$ cat src/rtl/seg7_pkg.sv
// Shared segment patterns, sizes and FSM states for the 4-digit 7-segment scan path.
// Patterns are active-low, bit order gfedcba (bit0 = segment a).
package seg7_pkg;

    localparam int NUM_DIGITS = 4;
    localparam int NUM_W      = 14;

    localparam logic [6:0] SEG_0     = 7'b1000000;
    localparam logic [6:0] SEG_1     = 7'b1111001;
    localparam logic [6:0] SEG_2     = 7'b0100100;
    localparam logic [6:0] SEG_3     = 7'b0110000;
    localparam logic [6:0] SEG_4     = 7'b0011001;
    localparam logic [6:0] SEG_5     = 7'b0010010;
    localparam logic [6:0] SEG_6     = 7'b0000010;
    localparam logic [6:0] SEG_7     = 7'b1111000;
    localparam logic [6:0] SEG_8     = 7'b0000000;
    localparam logic [6:0] SEG_9     = 7'b0010000;
    localparam logic [6:0] SEG_BLANK = 7'b1111111;

    typedef enum logic [1:0] {
        COLLECT = 2'd0,
        ACCUM   = 2'd1,
        EMIT    = 2'd2
    } state_t;

endpackage

$ cat src/rtl/seg7_pattern_decode.sv
// Combinational decode of one active-low segment pattern to a BCD digit plus an illegal-pattern flag.
// A blanked digit (leading-zero suppression) reads back as 0 without error.
module seg7_pattern_decode
    import seg7_pkg::*;
(
    input  logic [6:0] pattern,
    output logic [3:0] digit,
    output logic       err
);

    always_comb begin
        // NOTE: every output gets a default before the case so no path leaves it unassigned (no latch).
        digit = 4'd0;
        err   = 1'b0;
        case (pattern)
            SEG_0:     digit = 4'd0;
            SEG_1:     digit = 4'd1;
            SEG_2:     digit = 4'd2;
            SEG_3:     digit = 4'd3;
            SEG_4:     digit = 4'd4;
            SEG_5:     digit = 4'd5;
            SEG_6:     digit = 4'd6;
            SEG_7:     digit = 4'd7;
            SEG_8:     digit = 4'd8;
            SEG_9:     digit = 4'd9;
            SEG_BLANK: digit = 4'd0;
            default:   err   = 1'b1;
        endcase
    end

endmodule

$ cat src/rtl/seg7_scan_capture.sv
// Recovers the 4-digit value shown by a multiplexed 7-segment driver from its segment/anode lines.
// Optional SEG7_GLITCH_FILTER_EN: require STABLE_CYCLES of unchanged lines before sampling a digit.
module seg7_scan_capture
    import seg7_pkg::*;
#(
    parameter int STABLE_CYCLES  = 2,
    parameter int TIMEOUT_CYCLES = 4096,
    parameter int TO_W           = 13
) (
    input  logic                  clock,
    input  logic                  reset,
    input  logic [6:0]            controls,
    input  logic [3:0]            seg_ctrl,
    output logic [NUM_W-1:0]      num,
    output logic                  num_valid,
    output logic                  decode_err,
    output logic [NUM_DIGITS-1:0] digit_mask
);

    if (STABLE_CYCLES < 1 || TIMEOUT_CYCLES >= (1 << TO_W)) begin : g_param_check
        $error("seg7_scan_capture: need STABLE_CYCLES >= 1 and 2**TO_W > TIMEOUT_CYCLES");
    end

    state_t          state, state_next;
    logic [10:0]     pair, pair_q;
    logic            pair_changed;
    logic            anode_valid;
    logic [1:0]      anode_idx;
    logic [3:0]      dec_digit;
    logic            dec_err;
    logic            sample;

    logic [3:0]            digits      [NUM_DIGITS];
    logic [3:0]            digits_next [NUM_DIGITS];
    logic [3:0]            shadow      [NUM_DIGITS];
    logic [NUM_DIGITS-1:0] errs, errs_next, shadow_err, mask_next;
    logic [TO_W-1:0]       to_cnt;
    logic [NUM_W-1:0]      acc;
    logic [1:0]            idx;
    logic                  load_frame, acc_step, emit_ok, emit_err;

    assign pair         = {controls, seg_ctrl};
    assign pair_changed = (pair != pair_q);

    seg7_pattern_decode u_decode (
        .pattern (controls),
        .digit   (dec_digit),
        .err     (dec_err)
    );

    always_comb begin
        anode_valid = 1'b0;
        anode_idx   = 2'd0;
        case (seg_ctrl)
            4'b1110: begin anode_valid = 1'b1; anode_idx = 2'd0; end
            4'b1101: begin anode_valid = 1'b1; anode_idx = 2'd1; end
            4'b1011: begin anode_valid = 1'b1; anode_idx = 2'd2; end
            4'b0111: begin anode_valid = 1'b1; anode_idx = 2'd3; end
            default: ;
        endcase
    end

`ifdef SEG7_GLITCH_FILTER_EN
    localparam int              ST_W   = (STABLE_CYCLES > 1) ? $clog2(STABLE_CYCLES) : 1;
    localparam logic [ST_W-1:0] ST_MAX = ST_W'(STABLE_CYCLES - 1);

    logic [ST_W-1:0] stab_cnt, stab_next;
    logic            fired;

    // Counter saturates at ST_MAX; 'fired' keeps a long dwell from sampling twice.
    always_comb begin
        if (!anode_valid || pair_changed)
            stab_next = '0;
        else if (stab_cnt == ST_MAX)
            stab_next = stab_cnt;
        else
            stab_next = stab_cnt + 1'b1;
        sample = anode_valid && (stab_next == ST_MAX) && (pair_changed || !fired);
    end

    always_ff @(posedge clock or negedge reset) begin
        if (!reset) begin
            stab_cnt <= '0;
            fired    <= 1'b0;
        end else begin
            // NOTE: state registers use non-blocking assignments so every flop sees pre-edge values.
            stab_cnt <= stab_next;
            fired    <= sample | (fired & ~pair_changed);
        end
    end
`else
    assign sample = anode_valid && pair_changed;
`endif

    always_comb begin
        digits_next = digits;
        errs_next   = errs;
        mask_next   = digit_mask;
        if (sample) begin
            digits_next[anode_idx] = dec_digit;
            errs_next[anode_idx]   = dec_err;
            mask_next[anode_idx]   = 1'b1;
        end
    end

    always_ff @(posedge clock or negedge reset) begin
        if (!reset) state <= COLLECT;
        else        state <= state_next;
    end

    always_comb begin
        state_next = state;
        case (state)
            COLLECT: if (mask_next == '1) state_next = ACCUM;
            ACCUM:   if (idx == 2'd0)     state_next = EMIT;
            EMIT:                         state_next = COLLECT;
            default:                      state_next = COLLECT;
        endcase
    end

    always_comb begin
        load_frame = (state == COLLECT) && (mask_next == '1);
        acc_step   = (state == ACCUM);
        emit_ok    = (state == EMIT) && (shadow_err == '0);
        emit_err   = (state == EMIT) && (shadow_err != '0);
    end

    // Capture registers are only four nibbles, so they take the reset like any other flop.
    always_ff @(posedge clock or negedge reset) begin
        if (!reset) begin
            pair_q     <= '0;
            digits     <= '{default: '0};
            errs       <= '0;
            digit_mask <= '0;
            to_cnt     <= '0;
        end else begin
            pair_q <= pair;
            digits <= digits_next;
            errs   <= errs_next;
            if (load_frame) begin
                digit_mask <= '0;
                to_cnt     <= '0;
            end else if (sample) begin
                digit_mask <= mask_next;
                to_cnt     <= '0;
            end else if (state == COLLECT && digit_mask != '0) begin
                if (to_cnt == TO_W'(TIMEOUT_CYCLES - 1)) begin
                    digit_mask <= '0;
                    to_cnt     <= '0;
                end else begin
                    to_cnt <= to_cnt + 1'b1;
                end
            end
        end
    end

    // Horner evaluation, thousands first: acc = acc*10 + digit.
    always_ff @(posedge clock or negedge reset) begin
        if (!reset) begin
            shadow     <= '{default: '0};
            shadow_err <= '0;
            acc        <= '0;
            idx        <= '0;
            num        <= '0;
            num_valid  <= 1'b0;
            decode_err <= 1'b0;
        end else begin
            if (load_frame) begin
                shadow     <= digits_next;
                shadow_err <= errs_next;
                acc        <= '0;
                idx        <= 2'd3;
            end else if (acc_step) begin
                acc <= (acc << 3) + (acc << 1) + {{(NUM_W-4){1'b0}}, shadow[idx]};
                idx <= idx - 1'b1;
            end
            num_valid  <= emit_ok;
            decode_err <= emit_err;
            if (emit_ok) num <= acc;
        end
    end

endmodule

$ cat config.mk
export PLATFORM = sky130hd
export DESIGN_NAME = seg7_scan_capture
export DESIGN_NICKNAME = d
export VERILOG_FILES = /design/src/rtl/seg7_pkg.sv /design/src/rtl/seg7_pattern_decode.sv /design/src/rtl/seg7_scan_capture.sv
export SDC_FILE = /design/constraint.sdc
export NUM_CORES = 1
export LEC_CHECK = 0
export CORE_AREA = 2 2 97 99
export CTS_CLUSTER_DIAMETER = 40
export DETAILED_ROUTE_END_ITERATION = 12
export DIE_AREA = 0 0 99 101
export PLACE_DENSITY = 0.79
export SYNTH_ARGS = -nofsm -noshare
export SYNTH_HDL_FRONTEND = slang
export SYNTH_SLANG_ARGS = --single-unit
$ cat constraint.sdc
create_clock -name clock -period 5.8 [get_ports clock]
set_input_delay 1.45 -clock clock [delete_from_list [all_inputs] [get_ports clock]]
set_output_delay 1.45 -clock clock [all_outputs]
set_load 0.02 [all_outputs]
==> results of run 1 <==
-- cells in the mapped netlist (3+ instances only) --
master / n
and3_1: 7
a22o_1: 8
ha_1: 24
mux2_2: 33
buf_6: 6
a21oi_1: 13
nor2_1: 14
o31ai_1: 4
mux4_2: 4
nand4_1: 4
nor3_1: 5
a21o_1: 3
nand3_1: 19
o21ai_0: 8
nand2_1: 56
o21ai_1: 16
nor4_1: 3
xnor2_1: 18
xnor2_4: 3
mux2_1: 8
buf_4: 3
dfrtp_1: 102
xor2_1: 7
nand2b_1: 3
nor3b_1: 3
nor2b_1: 9
nand4b_1: 3
buf_2: 4
nor2_2: 3
clkbuf_1: 8
inv_1: 13
-- state kept, by name, summed over array words and instances, names as in the netlist, 4 cells and up --
signal / cells
shadow_err: 4
acc: 14
errs: 4
pair_q: 11
num: 14
shadow: 16
digit_mask: 4
to_cnt: 13
digits: 16
-- where the power goes --
part	internal [uW]	switching, uW
logic	322	364
registers	834	119
clock network	176	287
-- metal layers --
metal	part of all wire, %	vias to the layer above
met5	0	-
met4	1.5	0
met3	2.6	14
met2	50	39
met1	46	1711
li1	-	1647
-- worst min-delay path, cell delays in order (launching register included) --
cell,delay [ps]
dfrtp_1,360
nand2_1,50
nand2_1,50
-- worst max path at each step --
stage	slack (ps)	to
finish	1730	shadow_err[0]
global route	1550	acc[12]
CTS	1760	shadow_err[0]
detailed placement	1350	shadow_err[0]
global placement	1470	shadow_err[0]
floorplan	2410	acc[12]
-- layout make-up --
type	count	area [um2]	share of cell area (%)
Clock buffer	9	124	2.15
Clock inverter	7	86.3	1.50
Inverter	14	55.1	0.954
Multi-Input combinational cell	314	2480	43.0
Sequential cell	102	2550	44.2
Tap cell	111	139	2.41
Timing Repair Buffer	34	333	5.77
-- stage by stage --
step,power [uW],instance area [um2],std cells,worst slack (ps)
2_1_floorplan,1440,5230,451,2410
3_3_place_gp,1620,5560,575,1470
3_5_place_dp,1650,5560,575,1350
4_1_cts,2120,5770,591,1760
5_1_grt,2230,5770,591,1550
6_report,2100,5770,591,1730
-- cells by family (layout without fill, tap and decap cells) --
family | after synthesis | in the layout | share of synthesized area (%)
and+or+nand+nor | 140 | 140 | 14.1
DFF | 102 | 102 | 48.8
AOI/OAI and AO/OA | 75 | 75 | 10.5
muxes | 45 | 45 | 10.6
buffers and inverters | 35 | 64 | 3.73
xor gates and xnor gates | 28 | 28 | 5.77
adders and majority gates | 26 | 26 | 6.51
==> results by group, run 1 <==
Run status
  – Outcome: finished clean

Worst setup path
  – Critical path, cell by cell: clkdlybuf4s50_1, xnor2_1, nand4_4, nor3_1, o31ai_2, o211ai_4, inv_4, mux2_1
  – CP max-delay cell: o211ai_4
  – R2R depth: 11
  – Crit path DAT: 4330 ps
  – Worst path depth: 8
  – CP max stage delay: ~780 ps
  – Critical path's top delay family: compound AO/OA/AOI/OAI gates
  – CP startpoint: controls[6]
  – Reg2reg setup slack: approximately 2000 ps
  – Crit path buffers/inverters: 2
  – Worst Setup Path Type: input pin to flop
  – Max FO, Critical Path: 27
  – Crit start category: input pin
  – Crit end category: flop
  – WP data required: 6060 ps
  – Reg-to-Reg End: acc[12]
  – R2R Path Start: idx[0]

Logic synthesis
  – Biggest area consumer among synthesized cells: dfrtp_1
  – Main synth FF type: dfrtp_1
  – Synth warn: 0
  – Top-area cell type share of the netlist area: between 40% and 50%
  – EDFF count, synth: 0
  – Flop and latch count out of synthesis: 102
  – Synth Instances: ~450
  – Largest cells by area after synthesis: dfrtp_1 49%, mux2_2 7.1%, ha_1 5.7%, nand2_1 4.0%, xnor2_1 3.0%
  – Netlist cell types: 62
  – Syn avg cell area: around 12 um2
  – Post-Syn Nets: 490
  – Asr flop ratio synth: 100%
  – Sequential element share of the synthesized area: between 40% and 50%
  – Post-Synthesis Cell Area: approximately 0.0052 mm2

Drt
  – WL final: between 9000 and 10,000 um
  – Initial drt markers: roughly 150
  – DRC viols: 0
  – Drt first pass iters: 4
  – DR vias/cell: ~5.8
  – DR vias: 3,411
  – Post-route ant nets: 0
  – WL/cell: between 15 and 20 um

Global route
  – Largest net degree at the start of global routing: 65
  – Gr ovfl total: 0
  – GRT met1 Usage: 26.7%
  – Most Crowded Layer GR: met2
  – M2 GR Usage: 35.6%
  – Vias in the first global route: about 3,400
  – Antenna violations before repair: 0
  – First-pass GRT wire length: between 15,000 and 20,000 um
  – Tot GR Track Use: between 20% and 30%
  – GRT met3 Usage: 4.65%

Floorplan
  – Core box area: between 0.008 and 0.009 mm2
  – Top Ports: 33
  – DIE HEIGHT: ~100 um
  – FP Rows: 35
  – Total die area: between 0.009 and 0.01 mm2
  – Die W: around 99 um
  – Initial Util: 58.2%

Layout
  – Nets: 514
  – # diodes: 0
  – Fin util: between 60% and 70%
  – Most common cell after layout, fill and taps aside: dfrtp_1
  – Fill cell count: between 600 and 700
  – Ratio of cells with drive above 1 in the final layout: ~15%
  – Synthesis-to-finish area growth: 10.4%
  – Most frequent cells in the layout: 102 x dfrtp_1, 56 x nand2_1, 33 x mux2_2

Pwr
  – Leakage power figure: approximately 0.0027 uW
  – Power per cell area: around 360 mW/mm2
  – VDD IR max: roughly 0.00016 V

Clock network
  – CTS resizes: 0
  – Max clock buf depth: 2
  – Root buffer cell: clkbuf_8
  – CTS H-Tree Depth: 3
  – Worst-path clk slew: roughly 110 ps
  – CTS Hold Buffers Added: 0
  – # Post-CTS Setup Buffers: 0
  – Worst-Skew Late Latency: 370 ps
  – Clock net sink count: 102
  – CTS tree: built
  – Cts bufs inserted: 9

Worst hold path
  – Hold path endpoint: num[5]
  – Hold path depth: 2
  – Hold path start: num[5]
  – HP Class: flop to flop

STA
  – Pins Over Slew Limit: 0
  – Clock period minus worst slack: approximately 4100 ps
  – Setup_tns: 0 ps
  – Rel. slew slack: a little under two fifths
  – Unrepaired setup endpoints after global routing: false
  – Final Hold Fails: 0
  – Number of setup violations in the final report: 0
  – Fin crit share: 70.1%
  – Slew @ Worst Pin: 940 ps
  – Worst-case clock skew: 21.3 ps
  – Min Hold Slack: 483 ps
  – Fmax: 0.246 GHz

Flow run
  – Max cap viols: 0

Placement
  – Detailed placer's ending HPWL: 6840 um
  – Port Buffer Count: 32
  – Routability Congestion: roughly 0.78
No activity file was read; power rests on OpenSTA's default activity.
==> inputs of run 2 (changes only) <==
CORE_AREA = 2 2 98 100   (was 2 2 97 99)
DIE_AREA = 0 0 100 102   (was 0 0 99 101)
PLACE_DENSITY = 0.77   (was 0.79)
clock period = 4.2 ns   (was 5.8 ns; I/O delays follow)
==> run 2 against run 1 <==
Register-to-register slack worse by 1500 ps. Sequential power up 39%. Core utilization shrank 0.60 points. Global-route usage decreased by 0.47 points. Via count hardly changed. Non-clock buffer count rose by 6. Hold slack better by 0.65 ps. Critical path type is now flop to flop. Critical endpoint is now acc[12].
==> results by group, run 2 (same netlist as run 1, synthesis figures left out) <==
Worst setup path
  – WP data required: 4420 ps (was 6060 ps)
  – Crit end category: flop (unchanged)
  – Crit path DAT: 3940 ps (was 4330 ps)
  – CP max stage delay: 570 ps (was 780 ps)
  – Critical path, cell by cell: mux4_2, ha_1, ha_1, fa_1, a21o_1, a21oi_1, o21ai_0, o41ai_1, o21ai_0, xnor2_1, o21ai_1 (was clkdlybuf4s50_1, xnor2_1, nand4_4, nor3_1, o31ai_2, o211ai_4, inv_4, mux2_1)
  – Worst Setup Path Type: flop to flop (was input pin to flop)
  – Crit start category: flop (was input pin)
  – Max FO, Critical Path: 6 (was 27)
  – CP max-delay cell: dfrtp_1 (was o211ai_4)

Floorplan
  – Initial Util: 57.4% (was 58.2%)
  – Total die area: 0.0102 mm2 (was 0.0100 mm2)
  – DIE HEIGHT: 102 um (was 101 um)
  – Core box area: 0.00911 mm2 (was 0.00898 mm2)
  – Top Ports: 33 (unchanged)
  – Die W: 100 um (was 99 um)
  – FP Rows: 35 (unchanged)

Placement
  – Detailed placer's ending HPWL: 6900 um (was 6840 um)
  – Inst Count DP: 581 (was 575)
  – Port Buffer Count: 32 (unchanged)
  – Area after DPL: 0.00560 mm2 (was 0.00556 mm2)
  – Pre-CTS setup slack: 425 ps (was 1350 ps)
  – Routability Congestion: 0.775 (was 0.785)

STA
  – Clock period minus worst slack: between 3000 and 4000 ps
  – Min Hold Slack: 484 ps (was 483 ps)
  – Rel. slew slack: 30.1% (was 37.1%)
  – Final Hold Fails: 0 (unchanged)
  – Setup ws final: 488 ps (was 1730 ps)
  – Worst-case clock skew: 10.8 ps (was 21.3 ps)
  – Fmax: between 0.2 and 0.3 GHz
  – Setup_tns: 0 ps (unchanged)
  – Fin crit share: roughly nine tenths
  – Slew @ Worst Pin: 1050 ps (was 940 ps)
  – Pins Over Slew Limit: 0 (unchanged)
  – Unrepaired setup endpoints after global routing: false (unchanged)
  – Number of setup violations in the final report: 0 (unchanged)

Run status
  – Outcome: finished clean (unchanged)

Layout
  – Regs by FF count: digits x16, shadow x16 (unchanged)
  – Fin cells: 597 (was 591)
  – Most frequent cells in the layout: 102 x dfrtp_1, 56 x nand2_1, 33 x mux2_2 (unchanged)
  – Most common cell after layout, fill and taps aside: dfrtp_1 (unchanged)
  – Ratio of cells with drive above 1 in the final layout: 16.5% (was 15.4%)
  – Nets: 520 (was 514)
  – Synthesis-to-finish area growth: 10.9% (was 10.4%)
  – Final Instance Area: 0.00580 mm2 (was 0.00577 mm2)
  – # diodes: 0 (unchanged)

Drt
  – WL final: 9650 um (was 9660 um)
  – Post-route ant nets: 0 (unchanged)
  – DR vias/cell: 5.71 (was 5.77)
  – Drt first pass iters: 4 (unchanged)
  – DR vias: 3,409 (was 3,411)
  – WL/cell: 16.2 um (was 16.4 um)
  – Initial drt markers: 174 (was 146)
  – DRC viols: 0 (unchanged)

Clock network
  – Max clock buf depth: 2 (unchanged)
  – Root buffer cell: clkbuf_8 (unchanged)
  – Cts bufs inserted: 9 (unchanged)
  – CTS H-Tree Depth: 3 (unchanged)
  – Worst-Skew Late Latency: 370 ps (about the same)
  – CTS tree: built (unchanged)
  – CTS resizes: 0 (unchanged)
  – CTS Hold Buffers Added: 0 (unchanged)
  – # Post-CTS Setup Buffers: 0 (unchanged)
  – Clock net sink count: 102 (unchanged)
  – Worst-path clk slew: 110 ps (about the same)

Pwr
  – Leakage power figure: 0.00276 uW (was 0.00274 uW)
  – Sw frac: 36.3% (was 36.6%)
  – Psw: 1050 uW (was 770 uW)
  – Comb pwr share: 33.2% (was 32.6%)
  – VDD IR max: 0.000204 V (was 0.000162 V)
  – Reg power frac: 45.7% (was 45.3%)
  – Clock Power Share: 21.1% (was 22.1%)
  – Internal power: 1830 uW (was 1330 uW)
  – Power per cell area: 496 mW/mm2 (was 364 mW/mm2)

Global route
  – Gr ovfl total: 0 (unchanged)
  – Antenna violations before repair: 0 (unchanged)
  – Largest net degree at the start of global routing: 89 (was 65)
  – First-pass GRT wire length: 16,400 um (unchanged)
  – Tot GR Track Use: 20.3% (was 20.8%)
  – Vias in the first global route: 3,495 (was 3,447)

Flow run
  – Max cap viols: 0 (unchanged)

Worst hold path
  – HP Class: flop to flop (unchanged)
## run 2: power groups by stage
stage	clock network, uW	logic, uW	registers, uW
after detailed placement	0	957	1330
after CTS	620	959	1320
after floorplan	0	654	1340
after global placement	0	917	1330
final	608	955	1320
after global routing	660	1060	1340
## run 2: worst paths after layout
| kind | slack (ps) | from | end | cells after the start |
|---|---|---|---|---|
| max | 490 | idx[0] | acc[12] | 11 |
| min | 480 | num[9] | num[9] | 2 |
| max reg2reg | 490 | idx[0] | acc[12] | 11 |
| min reg2reg | 480 | num[9] | num[9] | 2 |
| max in group asynchronous | 2520 | reset | num[7] | 2 |
| min in group asynchronous | 850 | reset | to_cnt[6] | 1 |
## run 2: per-stage QoR
step / total power, uW / util, %
after global routing: 3060 / 63.7
after detailed placement: 2290 / 61.5
after global placement: 2250 / 61.5
after CTS: 2890 / 63.7
after floorplan: 1990 / -
final: 2880 / 63.7
## run 2: layout make-up
cell class / instances / area [um2]
Tap cell: 111 / 139
Sequential cell: 102 / 2550
Clock buffer: 9 / 124
Fill cell: 713 / 3310
Clock inverter: 7 / 71.3
Multi-Input combinational cell: 314 / 2480
Inverter: 14 / 55.1
Timing Repair Buffer: 40 / 378
## run 2: critical path, delay by kind of cell (launching register included)
family	cells	cell delay [ps]
AOI/OAI and AO/OA	6	1270
adders and majority gates	3	960
DFF	1	570
muxes	1	560
xor gates and xnor gates	1	210
## run 2: per-layer routing
layer | vias to the layer above | wire length [um] | global-route usage [%]
met1 | 1698 | 4610 | 27.2
met4 | 0 | 110 | 5.27
li1 | 1667 | - | -
met2 | 34 | 4740 | 34.4
met5 | - | 0 | 0
met3 | 10 | 190 | 3.83
